**src/rtl/hazard_control_pkg.sv**
```systemverilog
// hazard_control_pkg: shared types and constants for the pipeline hazard controller.
// Latency: n/a (types only).
// Backpressure: n/a.
package hazard_control_pkg;

  // Encodings are visible on the hazard_state output port.
  typedef enum logic [1:0] {
    HAZ_RUN   = 2'd0,
    HAZ_FLUSH = 2'd1,
    HAZ_WAIT  = 2'd2
  } haz_state_t;

  // Width of the branch-penalty down-counter (penalty range 1..15).
  localparam int PEN_W = 4;

endpackage

```
**src/rtl/sat_counter.sv**
```systemverilog
// sat_counter: saturating up-counter with synchronous clear.
// Latency: count reflects inc/clr one clock after they are sampled.
// Backpressure: none; clr wins over inc, count sticks at all-ones.
// Ports: clock, reset (async, active-high), inc, clr -> count[WIDTH-1:0].
module sat_counter #(
  parameter int WIDTH = 32
) (
  input  logic             clock,
  input  logic             reset,
  input  logic             inc,
  input  logic             clr,
  output logic [WIDTH-1:0] count
);

  always_ff @(posedge clock or posedge reset) begin
    if (reset) begin
      count <= '0;
    end else if (clr) begin
      count <= '0;
    end else if (inc && (count != '1)) begin
      count <= count + WIDTH'(1);
    end
  end

endmodule

```
**src/rtl/hazard_control.sv**
```systemverilog
// hazard_control: hold/flush controller for the 5-stage pipeline (branch flush, load-use, mem wait).
// Latency: hold/flush outputs are combinational from state and inputs; state moves on each clock.
// Backpressure: mem_busy freezes the whole front of the pipe (all holds) and bubbles MEM/WB.
// Ports:
//   clock, reset                      clock and async active-high reset
//   id_rs1/id_rs2, id_uses_rs1/rs2    source registers of the instruction in ID
//   ex_rd, ex_reg_write, ex_mem_read  destination / load info of the instruction in EX
//   ex_should_branch                  taken branch/jump resolved in EX
//   mem_busy                          data memory / peripheral not ready
//   clear_counters                    synchronous clear of the performance counters
//   *_hold, *_flush                   per pipeline-register hold and bubble controls
//   hazard_state                      current FSM state
//   stall_cycles, flush_cycles        saturating performance counters
module hazard_control
  import hazard_control_pkg::*;
#(
  parameter int REG_ADDR_WIDTH = 5,
  parameter int BRANCH_PENALTY = 2,
  parameter int COUNTER_WIDTH  = 32
) (
  input  logic                      clock,
  input  logic                      reset,
  input  logic [REG_ADDR_WIDTH-1:0] id_rs1,
  input  logic [REG_ADDR_WIDTH-1:0] id_rs2,
  input  logic                      id_uses_rs1,
  input  logic                      id_uses_rs2,
  input  logic [REG_ADDR_WIDTH-1:0] ex_rd,
  input  logic                      ex_reg_write,
  input  logic                      ex_mem_read,
  input  logic                      ex_should_branch,
  input  logic                      mem_busy,
  input  logic                      clear_counters,
  output logic                      pc_hold,
  output logic                      if_id_hold,
  output logic                      id_ex_hold,
  output logic                      ex_mem_hold,
  output logic                      if_id_flush,
  output logic                      id_ex_flush,
  output logic                      mem_wb_flush,
  output logic [1:0]                hazard_state,
  output logic [COUNTER_WIDTH-1:0]  stall_cycles,
  output logic [COUNTER_WIDTH-1:0]  flush_cycles
);

  localparam logic [PEN_W-1:0] PEN_RELOAD = PEN_W'(BRANCH_PENALTY - 1);
  localparam logic [PEN_W-1:0] PEN_ONE    = PEN_W'(1);

  haz_state_t       state_q, state_d;
  haz_state_t       ret_q, ret_d;     // state to resume once mem_busy drops
  haz_state_t       eff_state;        // state whose behaviour applies this cycle
  logic [PEN_W-1:0] pen_q, pen_d;
  logic             load_use;

  assign load_use = ex_mem_read && ex_reg_write && (ex_rd != '0) &&
                    ((id_uses_rs1 && (id_rs1 == ex_rd)) ||
                     (id_uses_rs2 && (id_rs2 == ex_rd)));

  // In WAIT the saved state decides outputs, so release acts exactly like
  // the interrupted cycle and the transition out of WAIT happens on that edge.
  assign eff_state = (state_q == HAZ_WAIT) ? ret_q : state_q;

  always_ff @(posedge clock or posedge reset) begin
    if (reset) begin
      state_q <= HAZ_RUN;
      ret_q   <= HAZ_RUN;
      pen_q   <= '0;
    end else begin
      state_q <= state_d;
      ret_q   <= ret_d;
      pen_q   <= pen_d;
    end
  end

  always_comb begin
    state_d      = state_q;
    ret_d        = ret_q;
    pen_d        = pen_q;
    pc_hold      = 1'b0;
    if_id_hold   = 1'b0;
    id_ex_hold   = 1'b0;
    ex_mem_hold  = 1'b0;
    if_id_flush  = 1'b0;
    id_ex_flush  = 1'b0;
    mem_wb_flush = 1'b0;

    if (reset) begin
      // Keep bubbles flowing into IF/ID and ID/EX while the core is in reset.
      if_id_flush = 1'b1;
      id_ex_flush = 1'b1;
    end else if (mem_busy) begin
      // Freeze everything up to EX/MEM; a branch in EX is re-seen after release.
      pc_hold      = 1'b1;
      if_id_hold   = 1'b1;
      id_ex_hold   = 1'b1;
      ex_mem_hold  = 1'b1;
      mem_wb_flush = 1'b1;
      state_d      = HAZ_WAIT;
      if (state_q != HAZ_WAIT) begin
        ret_d = state_q;
      end
    end else begin
      state_d = eff_state;
      case (eff_state)
        HAZ_FLUSH: begin
          // EX holds a bubble here, so branch and load-use inputs are ignored.
          if_id_flush = 1'b1;
          if (pen_q <= PEN_ONE) begin
            state_d = HAZ_RUN;
            pen_d   = '0;
          end else begin
            pen_d = pen_q - PEN_ONE;
          end
        end
        default: begin
          if (ex_should_branch) begin
            if_id_flush = 1'b1;
            id_ex_flush = 1'b1;
            if (BRANCH_PENALTY > 1) begin
              state_d = HAZ_FLUSH;
              pen_d   = PEN_RELOAD;
            end
          end else if (load_use) begin
            pc_hold     = 1'b1;
            if_id_hold  = 1'b1;
            id_ex_flush = 1'b1;
          end
        end
      endcase
    end
  end

  assign hazard_state = state_q;

  sat_counter #(.WIDTH(COUNTER_WIDTH)) u_stall_cnt (
    .clock (clock),
    .reset (reset),
    .inc   (pc_hold && !reset),
    .clr   (clear_counters),
    .count (stall_cycles)
  );

  sat_counter #(.WIDTH(COUNTER_WIDTH)) u_flush_cnt (
    .clock (clock),
    .reset (reset),
    .inc   (if_id_flush && !reset),
    .clr   (clear_counters),
    .count (flush_cycles)
  );

endmodule

```
**config.mk**
```make
export PLATFORM = sky130hd
export DESIGN_NAME = hazard_control
export DESIGN_NICKNAME = d
export VERILOG_FILES = /design/src/rtl/hazard_control_pkg.sv /design/src/rtl/sat_counter.sv /design/src/rtl/hazard_control.sv
export SDC_FILE = /design/constraint.sdc
export NUM_CORES = 1
export LEC_CHECK = 0
export BUFFER_PORTS_ARGS = -buffer_cell sky130_fd_sc_hd__buf_2
export CAP_MARGIN = 25
export CORE_MARGIN = 2
export CORE_UTILIZATION = 40
export DETAILED_ROUTE_END_ITERATION = 7
export GPL_ROUTABILITY_DRIVEN = 1
export SLEW_MARGIN = 20
export SYNTH_ARGS = -nofsm -noshare
export SYNTH_HDL_FRONTEND = slang
export SYNTH_SLANG_ARGS = --single-unit
```
**constraint.sdc**
```tcl
create_clock -name clock -period 3.7 [get_ports clock]
set_input_delay 0.37 -clock clock [delete_from_list [all_inputs] [get_ports clock]]
set_output_delay 0.37 -clock clock [all_outputs]
set_load 0.02 [all_outputs]
```
==> impl_metrics.toml <==
[worst_setup_path]
worst-r2r-setup-slack_ps = 1170
critPathLaunchType = "flop"
critical_path.max_fanout = 34
worst_path_cell_chain = "nand4bb_2 -> nand2_4 -> o41ai_4 -> nand3_4 -> or4_1 -> a21oi_1"
critPathSlowestCell = "or4_1"
critical_path.max_stage_delay_ps = 590
required_time_of_the_critical_path_ps = 3960
crit_buf_inv = 0
r2r.worst_path.cells = 6
timing_worst_setup_path_type = "reg -> reg"
crit_family = "simple AND/OR/NAND/NOR gates"
cp.arrival_ps = 2790
rr_endpoint = "u_stall_cnt.count[17]"
cp-end-kind = "flop"
regToRegStartpoint = "hazard_state[0]"

[logic_synthesis]
synth.net_count = 488
adder_cell_fraction_of_synth_area_pct = 1.18
yosys.cell_count.top_type = "dfrtp_1"
synth.area.mux_share_pct = 1.24
ys.flop_type = "dfrtp_1"
synth_enable_flop_cells = 0
synth-async-reset-ratio_pct = 100
yosys.area.top_type_share_pct = 42.5
mappedNetlistArea_um2 = 4240
synth_largest_area_cell = "dfrtp_1"
synthesis.area_per_instance_um2 = 9.22
synth_xor_xnor_area_share_pct = 8.46
synth_cells = 460
synth-compound-area-share_pct = 12.4
synth_cell_types = 56
synth.area.top_cells = "dfrtp_1, xnor2_1, nor2_1"
netlist_top_cells_count = "dfrtp_1, nor2_1, nand2_1"
postSynthRegisterBits = 72
yosys_warnings = 0
largest_family_of_logic_cells_by_synthesized_area = "simple AND/OR/NAND/NOR gates"
synthSimpleGateAreaFrac_pct = 30.8
yosysSeqAreaShare_pct = 42.5

[sta]
fin_crit_sh_pct = 68.3
timing.fmax_mhz = 396
fin_setup_tns_ps = 0
fin_skew_ps = 8.24
max-slew-margin-rel_pct = 31.3
period_needed_ps = 2530
final_hold_viols = 0
final-max-slew-violation-count = 0
rsz0062_at_grt = "false"
worst-slew-pin-transition_ps = 1030
setup_viol = 0

[cells_and_area]
final_cell_area_um2 = 5020
drive_gt1_share_pct = 24.9
finish.cell_count_without_fillers = 695
fin_nets = 582
area_delta_synth_final_pct = 18.4
antenna_cells_inserted = 0
number_of_fill_cells = 1018

[floorplan]
core_box_area_um2 = 10300
die_height_um = 107
dieArea_um2 = 11400
start_util_pct = 41.1
placement_rows = 37
design.portCount = 97
die-width_um = 107

[cts]
root_buffer_cell = "clkbuf_8"
cts_hold_buffers = 0
cts.path.max_buffers = 2
clk-insertion-delay-late_ps = 350
cts_inserted_buffers = 9
post_cts_resized = 0
post-cts-setup-buffers = 0
cts.reportedPaths.clkPinSlew_ps = 80
ctsHtreeMaxLevel = 3
cts_sinks = 72
cts_tree = "yes"

[power]
power.density_cell_area_nw_per_um2 = 353
total_leakage_power_nw = 2.23
p_switching_uw = 487
seq_power_share_pct = 47.5
irDropWorstVdd_mv = 0.129
power.internal_mw = 1.29
share_clk_of_total_power_pct = 38.6
p_comb_share_pct = 14.0
power_switching_share_pct = 27.5

[routing]
wl_um = 10600
drt_pre_antenna_iters = 5
num_vias = 3872
routed.top_layer = "met4"
antenna_left = 0
routed-wl-met2_um = 5090
post_drt_wl_per_cell_um = 15.3
detail_route.vias_per_cell = 5.57
m1WireLength_um = 4890
met3WireLength_um = 573
drc_errors = 0
drtIter0Drc = 177

[global_route]
globalRouteOverflowTotal = 0
grt_max_degree = 54
first_global_vias = 3597
global_route.usage.total_pct = 19.6
first_pass_grt_wire_length_um = 17900
antenna_found_initial = 0

[placement]
gp_congestion = 0.819
placed_cell_area_um2 = 4800
port_buffers = 96
placed_cells_incl_taps = 679
hpwl_um = 7580

[run]
drv.max_cap_violation_count = 0

[hold_path]
hold_class = "in -> async"

[outcome]
run_status = "completed"
## state kept, by name, summed over array words and instances (netlist names)
name               flops
u_flush_cnt.count     32
hazard_state           2
pen_q                  4
u_stall_cnt.count     32
ret_q                  2
## final cells by class
cell class	instances	area [um^2]	area share, %
Clock buffer	14	183	3.64
Clock inverter	2	35.0	0.698
Inverter	10	37.5	0.747
Multi-Input combinational cell	362	2290	45.6
Sequential cell	72	1800	35.9
Tap cell	136	170	3.39
Timing Repair Buffer	99	503	10.0
## power by group through the flow
stage | Sequential (mW) | Combinational [mW] | Clock (mW)
after detailed placement | 0.857 | 0.248 | 0
after floorplan | 0.860 | 0.173 | 0
after global routing | 0.846 | 0.277 | 0.746
final | 0.843 | 0.248 | 0.684
after CTS | 0.842 | 0.249 | 0.706
after global placement | 0.856 | 0.243 | 0
## through the flow
step / hold WS, ps / power, mW / util [%] / worst slack [ps]
final: 119 / 1.77 / 48.6 / 1170
after floorplan: 451 / 1.03 / - / 101
after global placement: 485 / 1.10 / 46.5 / 1060
after detailed placement: 480 / 1.11 / 46.5 / 940
after global routing: 157 / 1.87 / 48.6 / 981
after CTS: 114 / 1.80 / 48.6 / 1180
## worst register-to-register path: stages, from the launching register on
cell	delay (ps)
dfrtp_1	450
nand4bb_2	270
nand2_4	120
o41ai_4	470
nand3_4	390
or4_1	590
a21oi_1	170
## how the worst max path moves through the flow
stage | slack [ps] | endpoint | cells past startpoint | start
6_report | 1170 | u_stall_cnt.count[17] | 6 | hazard_state[0]
5_1_grt | 980 | u_stall_cnt.count[31] | 6 | hazard_state[0]
2_1_floorplan | 100 | u_stall_cnt.count[28] | 6 | reset
3_5_place_dp | 940 | u_stall_cnt.count[17] | 7 | reset
4_1_cts | 1180 | u_stall_cnt.count[17] | 6 | hazard_state[0]
3_3_place_gp | 1060 | u_stall_cnt.count[17] | 7 | reset
## layer usage
metal | vias to the layer above | GRT usage [%]
li1 | 1867 | -
met1 | 1891 | 26.1
met2 | 107 | 31.8
met3 | 7 | 4.74
met4 | 0 | 5.57
met5 | - | 0
## kinds of logic after synthesis
group	count (synthesis)
AO/OA/AOI/OAI	83
adder cells (fa/ha/maj)	4
AND/OR/NAND/NOR	229
XOR/XNOR	41
flip-flops	72
multiplexers	5
buffers and inverters	26
## layout by cell type (no fill, tap or decap), drive strengths merged, types with 2 or more instances in the layout
cell and count:
buf 99, dfrtp 72, nor2 48, nand2 40
a21oi 31, nand4 29, o21ai 29, xnor2 23
nand3 22, or3 20, xor2 18, clkbuf 14
nor3 13, or4 11, inv 10, and4 10
o31ai 8, and3 7, and2 7, nor4 7
nor2b 6, ha 4, or2 3, nand4b 3
mux2i 3, a31oi 2, o22a 2, mux2 2
o2111ai 2
Power figures use the tool's default switching activity.
